`src/rtl/dvs_aer_event_buffer.sv`:
```
// dvs_aer_event_buffer: DVS AER receiver. Runs the 4-phase REQ/ACK handshake with the
// camera, pairs X words with the most recent Y word, stamps each event with a free-running
// cycle counter and queues it in a small FIFO that is drained through the event-bus arbiter.
module dvs_aer_event_buffer #(
    parameter int X_BITS          = 9,
    parameter int Y_BITS          = 9,
    parameter int TS_BITS         = 16,
    parameter int FIFO_DEPTH      = 8,
    parameter int Y_SETTLE_CYCLES = 5,
    parameter int SYNC_STAGES     = 2,
    parameter int DROP_ON_FULL    = 1,
    localparam int AW = (X_BITS + 1 > Y_BITS) ? X_BITS + 1 : Y_BITS,
    localparam int EB = TS_BITS + Y_BITS + X_BITS + 1,
    localparam int CW = $clog2(FIFO_DEPTH) + 1
) (
    input  logic          clk,
    input  logic          rst_n,
    input  logic [AW-1:0] aer,
    input  logic          xsel,
    input  logic          req,
    output logic          ack,
    input  logic          fifo_grant,
    output logic          fifo_req,
    output logic [EB-1:0] fifo_bus_event,
    output logic [CW-1:0] fifo_count,
    output logic [15:0]   drop_count
);

    localparam int PW = $clog2(FIFO_DEPTH);
    localparam int SW = (Y_SETTLE_CYCLES > 1) ? $clog2(Y_SETTLE_CYCLES) : 1;
    localparam logic [SW-1:0] SETTLE_LAST = SW'(Y_SETTLE_CYCLES - 1);
    localparam logic [CW-1:0] DEPTH_C     = CW'(FIFO_DEPTH);

    typedef enum logic [1:0] {R_IDLE, R_SETTLE, R_STALL, R_ACK} rx_state_t;
    typedef enum logic [1:0] {T_IDLE, T_REQ, T_GAP} tx_state_t;

    rx_state_t rx_state, rx_next;
    tx_state_t tx_state, tx_next;

    logic [SYNC_STAGES-1:0] req_sync;
    logic                   req_s;
    logic [SW-1:0]          settle_cnt;
    logic [Y_BITS-1:0]      y_hold;
    logic                   y_valid;
    logic [TS_BITS-1:0]     ts;
    logic [EB-1:0]          live_event;
    logic [EB-1:0]          cap_event;
    logic [EB-1:0]          push_event;
    logic [EB-1:0]          mem [FIFO_DEPTH];
    logic [PW-1:0]          wr_ptr, rd_ptr;
    logic                   full, empty;
    logic                   push, pop, drop, y_load, capture, load_head;

    assign req_s      = req_sync[SYNC_STAGES-1];
    assign full       = (fifo_count == DEPTH_C);
    assign empty      = (fifo_count == '0);
    // aer[X_BITS:0] is already {x, pol}, so it drops straight into the event word
    assign live_event = {ts, y_hold, aer[X_BITS:0]};
    // a stalled X event was captured earlier; push its frozen copy, not the live bus
    assign push_event = (rx_state == R_STALL) ? cap_event : live_event;

    // Synchronise the asynchronous camera request
    always_ff @(posedge clk or negedge rst_n) begin
        if (!rst_n) req_sync <= '0;
        else        req_sync <= {req_sync[SYNC_STAGES-2:0], req};
    end

    // RX state register; ack is registered from the next state so it cannot glitch
    always_ff @(posedge clk or negedge rst_n) begin
        if (!rst_n) begin
            rx_state <= R_IDLE;
            ack      <= 1'b0;
        end else begin
            rx_state <= rx_next;
            ack      <= (rx_next == R_ACK);
        end
    end

    // RX next state: Y settle/latch, X capture with push, drop or stall
    always_comb begin
        rx_next = rx_state;
        push    = 1'b0;
        drop    = 1'b0;
        y_load  = 1'b0;
        capture = 1'b0;
        case (rx_state)
            R_IDLE: begin
                if (req_s) begin
                    if (xsel) begin
                        capture = 1'b1;
                        rx_next = R_ACK;
                        if (!y_valid) begin
                            drop = 1'b1;
                        end else if (full) begin
                            if (DROP_ON_FULL != 0) drop = 1'b1;
                            else                   rx_next = R_STALL;
                        end else begin
                            push = 1'b1;
                        end
                    end else begin
                        rx_next = R_SETTLE;
                    end
                end
            end
            R_SETTLE: begin
                if (settle_cnt == SETTLE_LAST) begin
                    y_load  = 1'b1;
                    rx_next = R_ACK;
                end
            end
            R_STALL: begin
                if (!full) begin
                    push    = 1'b1;
                    rx_next = R_ACK;
                end
            end
            R_ACK: begin
                if (!req_s) rx_next = R_IDLE;
            end
            default: rx_next = R_IDLE;
        endcase
    end

    // Count cycles spent waiting for the Y word to settle
    always_ff @(posedge clk or negedge rst_n) begin
        if (!rst_n)                     settle_cnt <= '0;
        else if (rx_state == R_SETTLE)  settle_cnt <= settle_cnt + SW'(1);
        else                            settle_cnt <= '0;
    end

    // Y validity survives across events so several X words may share one Y
    always_ff @(posedge clk or negedge rst_n) begin
        if (!rst_n)      y_valid <= 1'b0;
        else if (y_load) y_valid <= 1'b1;
    end

    // Held Y address
    always_ff @(posedge clk) begin
        if (y_load) y_hold <= aer[Y_BITS-1:0];
    end

    // Snapshot of the X event taken at the capture edge, used if the push stalls
    always_ff @(posedge clk) begin
        if (capture) cap_event <= live_event;
    end

    // Free-running timestamp, wraps naturally
    always_ff @(posedge clk or negedge rst_n) begin
        if (!rst_n) ts <= '0;
        else        ts <= ts + TS_BITS'(1);
    end

    // Saturating count of discarded X events
    always_ff @(posedge clk or negedge rst_n) begin
        if (!rst_n)                           drop_count <= '0;
        else if (drop && drop_count != 16'hFFFF) drop_count <= drop_count + 16'd1;
    end

    // FIFO storage
    always_ff @(posedge clk) begin
        if (push) mem[wr_ptr] <= push_event;
    end

    // FIFO pointers and occupancy; simultaneous push and pop leave the count unchanged
    always_ff @(posedge clk or negedge rst_n) begin
        if (!rst_n) begin
            wr_ptr     <= '0;
            rd_ptr     <= '0;
            fifo_count <= '0;
        end else begin
            if (push) wr_ptr <= wr_ptr + PW'(1);
            if (pop)  rd_ptr <= rd_ptr + PW'(1);
            case ({push, pop})
                2'b10:   fifo_count <= fifo_count + CW'(1);
                2'b01:   fifo_count <= fifo_count - CW'(1);
                default: fifo_count <= fifo_count;
            endcase
        end
    end

    // TX state register with registered request and event bus (bus holds while idle)
    always_ff @(posedge clk or negedge rst_n) begin
        if (!rst_n) begin
            tx_state       <= T_IDLE;
            fifo_req       <= 1'b0;
            fifo_bus_event <= '0;
        end else begin
            tx_state <= tx_next;
            fifo_req <= (tx_next == T_REQ);
            if (load_head) fifo_bus_event <= mem[rd_ptr];
        end
    end

    // TX next state: present head, pop on grant, then wait for grant to drop
    always_comb begin
        tx_next   = tx_state;
        pop       = 1'b0;
        load_head = 1'b0;
        case (tx_state)
            T_IDLE: begin
                if (!empty) begin
                    load_head = 1'b1;
                    tx_next   = T_REQ;
                end
            end
            T_REQ: begin
                if (fifo_grant) begin
                    pop     = 1'b1;
                    tx_next = T_GAP;
                end
            end
            T_GAP: begin
                if (!fifo_grant) tx_next = T_IDLE;
            end
            default: tx_next = T_IDLE;
        endcase
    end

endmodule
```
`config.mk`:
```
export PLATFORM = sky130hd
export DESIGN_NAME = dvs_aer_event_buffer
export DESIGN_NICKNAME = d
export VERILOG_FILES = /design/src/rtl/dvs_aer_event_buffer.sv
export SDC_FILE = /design/constraint.sdc
export NUM_CORES = 1
export LEC_CHECK = 0
export BUFFER_PORTS_ARGS = -buffer_cell sky130_fd_sc_hd__buf_2
export CORE_UTILIZATION = 64
export CTS_CLUSTER_SIZE = 20
export DETAILED_ROUTE_END_ITERATION = 8
export PLACE_DENSITY_LB_ADDON = 0.2
export SLEW_MARGIN = 20
export SYNTH_ARGS = -nofsm -noshare
export SYNTH_HDL_FRONTEND = slang
export SYNTH_SLANG_ARGS = --single-unit
```
`constraint.sdc`:
```
create_clock -name clk -period 8.3 [get_ports clk]
set_input_delay 1.66 -clock clk [delete_from_list [all_inputs] [get_ports clk]]
set_output_delay 1.66 -clock clk [all_outputs]
set_load 0.03 [all_outputs]
```
==> results of run 1 <==
cell type report:
class / count / area share (%)
clock buffers: 56 / 6.23
repair buffers: 86 / 2.72
flip-flops and latches: 413 / 66.4
multi-input cells: 368 / 21.3
well taps: 324 / 2.25
clock inverters: 15 / 0.972
inverters: 6 / 0.125
stage by stage:
stage          area, sq um  instances  total power [W]
2_1_floorplan        15900        822          0.00376
3_3_place_gp         16700       1196          0.00412
3_5_place_dp         16700       1197          0.00418
4_1_cts              18000       1268          0.00597
5_1_grt              18000       1268          0.00617
6_report             18000       1268          0.00592
flip-flops by register name, summed over array words and instances, names as in the netlist:
register,flops
mem,280
cap_event,35
fifo_bus_event,35
drop_count,16
ts,16
y_hold,9
fifo_count,4
rd_ptr,3
settle_cnt,3
wr_ptr,3
req_sync,2
rx_state,2
tx_state,2
ack,1
fifo_req,1
y_valid,1
layer usage:
metal,track usage (%),up-vias,part of all wire [%]
li1,-,3420,-
met1,33.1,4024,41
met2,41.7,242,52
met3,3.79,45,5.3
met4,5.77,0,1.7
met5,0,-,0
cells in the final DEF (no fill, tap or decap), types with 11 or more instances in the layout:
| cell type | n |
|---|---|
| edfxtp_1 | 324 |
| dfrtp_1 | 86 |
| mux4_2 | 70 |
| buf_2 | 70 |
| nand2_1 | 49 |
| clkbuf_16 | 41 |
| o21ai_0 | 40 |
| mux2_2 | 38 |
| mux2i_1 | 35 |
| xnor2_1 | 31 |
| buf_4 | 15 |
| nand3_1 | 11 |
| clkbuf_1 | 11 |
cell usage after synthesis, drive strengths merged (6+ instances only):
cell type / n / area share [%]
and3: 8 / 0.31
buf: 15 / 0.53
clkbuf: 20 / 0.47
dfrtp: 89 / 14
edfxtp: 324 / 61
ha: 9 / 0.71
inv: 6 / 0.14
mux2: 38 / 2.7
mux2i: 35 / 2.2
mux4: 70 / 9.9
nand2: 49 / 1.2
nand2b: 8 / 0.31
nand3: 11 / 0.35
nand4: 9 / 0.35
nor2: 14 / 0.33
o21ai: 41 / 1.3
xnor2: 31 / 1.7
xor2: 7 / 0.39
cell families after synthesis:
group / Yosys count / share of synthesized area, %
xor+xnor: 38 / 2.09
buf+inv: 41 / 1.15
fa+ha+maj: 9 / 0.708
mux: 143 / 14.8
flops: 413 / 75.2
simple gates: 117 / 3.66
compound gates: 61 / 2.44
power groups by stage:
stage                     sequential, W  combinational [W]  clock [W]
after floorplan                 0.00281           0.000953          0
after global placement          0.00266            0.00146          0
after detailed placement        0.00268            0.00150          0
after CTS                       0.00264            0.00152    0.00181
after global routing            0.00266            0.00162    0.00189
final                           0.00264            0.00150    0.00178
worst min-delay path by stage:
stage	startpoint	to	slack (ns)	cells past startpoint
floorplan	req_sync[0]$_DFF_PN0_	req_sync[1]$_DFF_PN0_	0.33	0
detailed placement	req_sync[0]$_DFF_PN0_	req_sync[1]$_DFF_PN0_	0.36	0
global route	req_sync[0]$_DFF_PN0_	req_sync[1]$_DFF_PN0_	0.38	0
CTS	req_sync[0]$_DFF_PN0_	req_sync[1]$_DFF_PN0_	0.38	0
global placement	req_sync[0]$_DFF_PN0_	req_sync[1]$_DFF_PN0_	0.34	0
finish	req_sync[0]$_DFF_PN0_	req_sync[1]$_DFF_PN0_	0.37	0
==> impl_metrics.py, run 1 <==
metrics = {
    "worst_setup_path": {
        "r2r_cells": 7,
        "crit_fanout": 36,
        "start_kind": "input pin",
        "slowest_delay_ns": 0.68,
        "timing.rr.start": "rx_state[1]$_DFF_PN0_",
        "crit_buf_inv": 4,
        "crit_family": "simple AND/OR/NAND/NOR gates",
        "cp_cell_sequence": "buf_2 > or4bb_2 > inv_1 > buf_4 > a21o_1 > nand3b_1 > nor2_4 > buf_4",
        "arrival_ns": 4.48,
        "ff2ff_setup_slack_ns": 4.70,
        "cp.depth": 8,
        "crit_end": "mem[6][2]$_DFFE_PP_",
        "cpMaxStageDelayCell": "or4bb_2",
        "worstSetupPathType": "input pin to register",
        "r2r-end": "mem[6][2]$_DFFE_PP_",
        "path_common_cell": "buf_4",
        "cp-end-kind": "register",
        "startpoint": "xsel",
        "required_ns": 8.46,
    },
    "sta": {
        "finClkSkew_ns": 0.0164,
        "period_share_pct": 52.0,
        "period_needed_ns": 4.32,
        "maxSlewHeadroom_pct": 27.5,
        "max_freq_mhz": 231,
        "tns_ns": 0,
        "drv_slew": 0,
        "worst_slew_pin_slew_ns": 1.08,
        "rsz0062_at_grt": "no",
        "finalHoldViolCount": 0,
        "setup_viol_count_final": 0,
        "whs_ns": 0.370,
        "finalWorstSetupSlack_ns": 3.98,
    },
    "detailed_routing": {
        "drcViolationCount": 0,
        "drt_iter0_drc": 758,
        "wirelength_mm": 29.4,
        "vias": 7731,
        "wl_per_cell_um": 23.2,
        "routed_via_density": 6.10,
        "firstDrtPassIters": 5,
        "ant_nets": 0,
    },
    "floorplan": {
        "die_w_um": 160,
        "initial_core_util_pct": 65.4,
        "die_h_um": 160,
        "io_pins": 72,
        "coreArea_sq_um": 24300,
        "die_area_sq_um": 25500,
        "rows": 57,
    },
    "yosys": {
        "syn_avg_cell_area_sq_um": 19.4,
        "synthDistinctLibCells": 39,
        "seq_area_frac_synth_pct": 75.2,
        "netlist_instances": 822,
        "synth_seq_cells": 413,
        "ys.flop_type": "edfxtp_1",
        "syn_area_sq_um": 15900,
        "syn_nets": 846,
        "async_flop_share_pct": 21.5,
        "synth-edff-count": 324,
        "synth_warnings": 0,
    },
    "pwr": {
        "p_sw_share_pct": 29.8,
        "leakage_nw": 6.44,
        "power_frac_seq_pct": 44.6,
        "intPower_w": 0.00415,
        "clkPwrFrac_pct": 30.1,
        "ir_worst_vdd_v": 0.000255,
        "p_comb_share_pct": 25.3,
        "p_per_area_nw_per_um2": 328,
        "net-switching-power_w": 0.00176,
    },
    "global_route": {
        "grt_pass1_wl_mm": 46.6,
        "grt_pass1_vias": 8264,
        "grt_util_all_layers_pct": 24.2,
        "antenna_found_initial": 0,
        "overflow": 0,
        "grt_max_degree": 73,
    },
    "final_layout": {
        "layout-drive-gt1-share_pct": 28.3,
        "multiInputGateArea_sq_um": 3840,
        "regArea_sq_um": 12000,
        "syn_to_final_growth_pct": 13.3,
        "fillCellCount": 1362,
        "fin_nets": 940,
        "final_util_pct": 74.1,
        "n_antenna_cell": 0,
    },
    "clocking": {
        "clk_latency_ns": 0.52,
        "cts_setup_buffers": 0,
        "cts.clk_slew.worst_paths_ns": 0.06,
        "clockBufferDepth": 3,
        "cts.sinks": 413,
        "root_buffer": "clkbuf_16",
        "cts_tree": "built",
        "cts_resized": 0,
        "cts_hold_buf": 0,
        "cts-buffers-inserted": 41,
        "h-tree-depth": 2,
    },
    "placed_design": {
        "gp_congestion": 0.759,
        "portBuffers": 71,
        "place_hpwl_mm": 16.8,
        "post-place-ws_ns": 3.46,
    },
    "hold_path": {
        "hold_class": "register to register",
    },
    "status": {
        "status": "complete, no violations",
    },
    "run": {
        "drv_cap": 0,
    },
}
Power figures use the tool's default switching activity.
==> run 2: changes to the inputs <==
--- a/config.mk
+++ b/config.mk
@@ -6,7 +6,7 @@
 export NUM_CORES = 1
 export LEC_CHECK = 0
 export BUFFER_PORTS_ARGS = -buffer_cell sky130_fd_sc_hd__buf_2
-export CORE_UTILIZATION = 64
+export CORE_UTILIZATION = 61
 export CTS_CLUSTER_SIZE = 20
 export DETAILED_ROUTE_END_ITERATION = 8
 export PLACE_DENSITY_LB_ADDON = 0.2
==> constraint.sdc (replaced) <==
create_clock -name clk -period 4 [get_ports clk]
set_input_delay 0.8 -clock clk [delete_from_list [all_inputs] [get_ports clk]]
set_output_delay 0.8 -clock clk [all_outputs]
set_load 0.03 [all_outputs]
==> impl_metrics.py, run 2 (same netlist as run 1, synthesis figures left out) <==
metrics = {
    "status": {
        "status": "complete, no violations",
    },
    "detailed_routing": {
        "firstDrtPassIters": 5,
        "routed_via_density": 6.12,
        "wirelength_mm": 29.8,
        "drt_iter0_drc": 646,
        "vias": 7808,
        "ant_nets": 0,
        "wl_per_cell_um": 23.4,
        "drcViolationCount": 0,
    },
    "final_layout": {
        "final_util_pct": 71.2,
        "reg_top3": "mem: 280 flops, cap_event: 35 flops, fifo_bus_event: 35 flops",
        "layout-drive-gt1-share_pct": 28.9,
        "largest_register_ffs": 280,
        "final_cell_mix": "edfxtp_1 (324), dfrtp_1 (86), mux4_2 (70), buf_2 (70), nand2_1 (49)",
        "n_antenna_cell": 0,
        "fillCellCount": 1542,
        "fin_cells": 1275,
        "regMostFlops": "mem",
        "layout_commonest_cell": "edfxtp_1",
        "syn_to_final_growth_pct": 13.7,
        "fin_nets": 941,
    },
    "clocking": {
        "h-tree-depth": 2,
        "clockBufferDepth": 3,
        "cts.sinks": 413,
        "cts_resized": 0,
        "clk_latency_ns": 0.53,
        "cts_setup_buffers": 0,
        "cts-buffers-inserted": 40,
        "root_buffer": "clkbuf_16",
        "cts_tree": "built",
        "cts.clk_slew.worst_paths_ns": 0.07,
        "cts_hold_buf": 0,
    },
    "placed_design": {
        "placed_cells": 1205,
        "gp_congestion": 0.737,
        "place_hpwl_mm": 17.1,
        "portBuffers": 71,
    },
    "sta": {
        "rsz0062_at_grt": "no",
        "tns_ns": 0,
        "period_needed_ns": 3.04,
        "finClkSkew_ns": 0.0179,
        "worst_slew_pin_slew_ns": 0.964,
        "setup_viol_count_final": 0,
        "finalHoldViolCount": 0,
        "maxSlewHeadroom_pct": 35.0,
        "drv_slew": 0,
        "whs_ns": 0.336,
        "period_share_pct": 76.0,
        "max_freq_mhz": 329,
    },
    "pwr": {
        "ir_worst_vdd_v": 0.000587,
        "leakage_nw": 6.45,
        "p_per_area_nw_per_um2": 673,
    },
    "global_route": {
        "grt_pass1_wl_mm": 46.6,
        "grt_max_degree": 67,
        "antenna_found_initial": 1,
        "overflow": 0,
        "grt_pass1_vias": 8331,
        "grt_util_all_layers_pct": 23.6,
    },
    "worst_setup_path": {
        "path_common_cell": "xor2_1",
        "required_ns": 4.41,
        "cp_cell_sequence": "or4bb_2 > clkinvlp_4 > a21o_1 > nand2_1 > ha_1 > xor2_1 > ha_1 > a21oi_1 > xor2_1 > nor2_1 > xor2_1",
        "crit_buf_inv": 1,
        "crit_family": "simple AND/OR/NAND/NOR gates",
        "r2r_cells": 11,
        "cp.depth": 11,
        "crit_fanout": 8,
        "arrival_ns": 3.45,
        "start_kind": "register",
        "slowest_delay_ns": 0.76,
        "cpMaxStageDelayCell": "or4bb_2",
        "worstSetupPathType": "register to register",
        "cp-end-kind": "register",
    },
    "floorplan": {
        "die_h_um": 163,
        "die_w_um": 163,
        "initial_core_util_pct": 62.6,
        "io_pins": 72,
        "coreArea_sq_um": 25400,
        "die_area_sq_um": 26700,
        "rows": 58,
    },
    "run": {
        "drv_cap": 0,
    },
    "hold_path": {
        "hold_class": "input pin to asynchronous set/reset pin",
    },
}
[run 2: layout make-up]
cell class,instances,area (sq um),area share (%)
Clock buffer,49,1100,6.09
Clock inverter,21,154,0.851
Inverter,6,26.3,0.145
Multi-Input combinational cell,368,3860,21.3
Sequential cell,413,12000,66.1
Tap cell,330,413,2.28
Timing Repair Buffer,88,573,3.17
[run 2: report_power, final]
part,internal [W],switching [W],total [W]
Combinational,0.00130,0.00168,0.00297
Clock,0.00208,0.00150,0.00359
Sequential,0.00513,0.000492,0.00562
Total,0.00850,0.00367,0.0122
[run 2: path summary, 6_finish.rpt]
kind	start	to	slack, ns
hold reg to reg	req_sync[0]$_DFF_PN0_	req_sync[1]$_DFF_PN0_	0.35
setup reg to reg	rx_state[1]$_DFF_PN0_	fifo_count[2]$_DFFE_PN0P_	0.96
setup / recovery	rx_state[1]$_DFF_PN0_	fifo_count[2]$_DFFE_PN0P_	0.96
hold / removal	rst_n	fifo_bus_event[15]$_DFFE_PN0P_	0.34
max in group asynchronous	rst_n	ts[9]$_DFF_PN0_	2.89
min in group clk	req_sync[0]$_DFF_PN0_	req_sync[1]$_DFF_PN0_	0.35
[run 2: per-stage QoR]
stage               setup slack [ns]  instance area, sq um  total power [W]
global placement               0.657                 16800          0.00858
CTS                            0.980                 18100           0.0123
floorplan                      0.220                 16000          0.00782
detailed placement             0.609                 16800          0.00870
finish                         0.961                 18100           0.0122
global route                   0.809                 18100           0.0127
[run 2: layer usage]
layer / global-route usage, % / wire (um)
met5: 0 / 0
met3: 3.81 / 1720
met4: 6.73 / 537
met2: 40.0 / 15300
met1: 31.9 / 12300
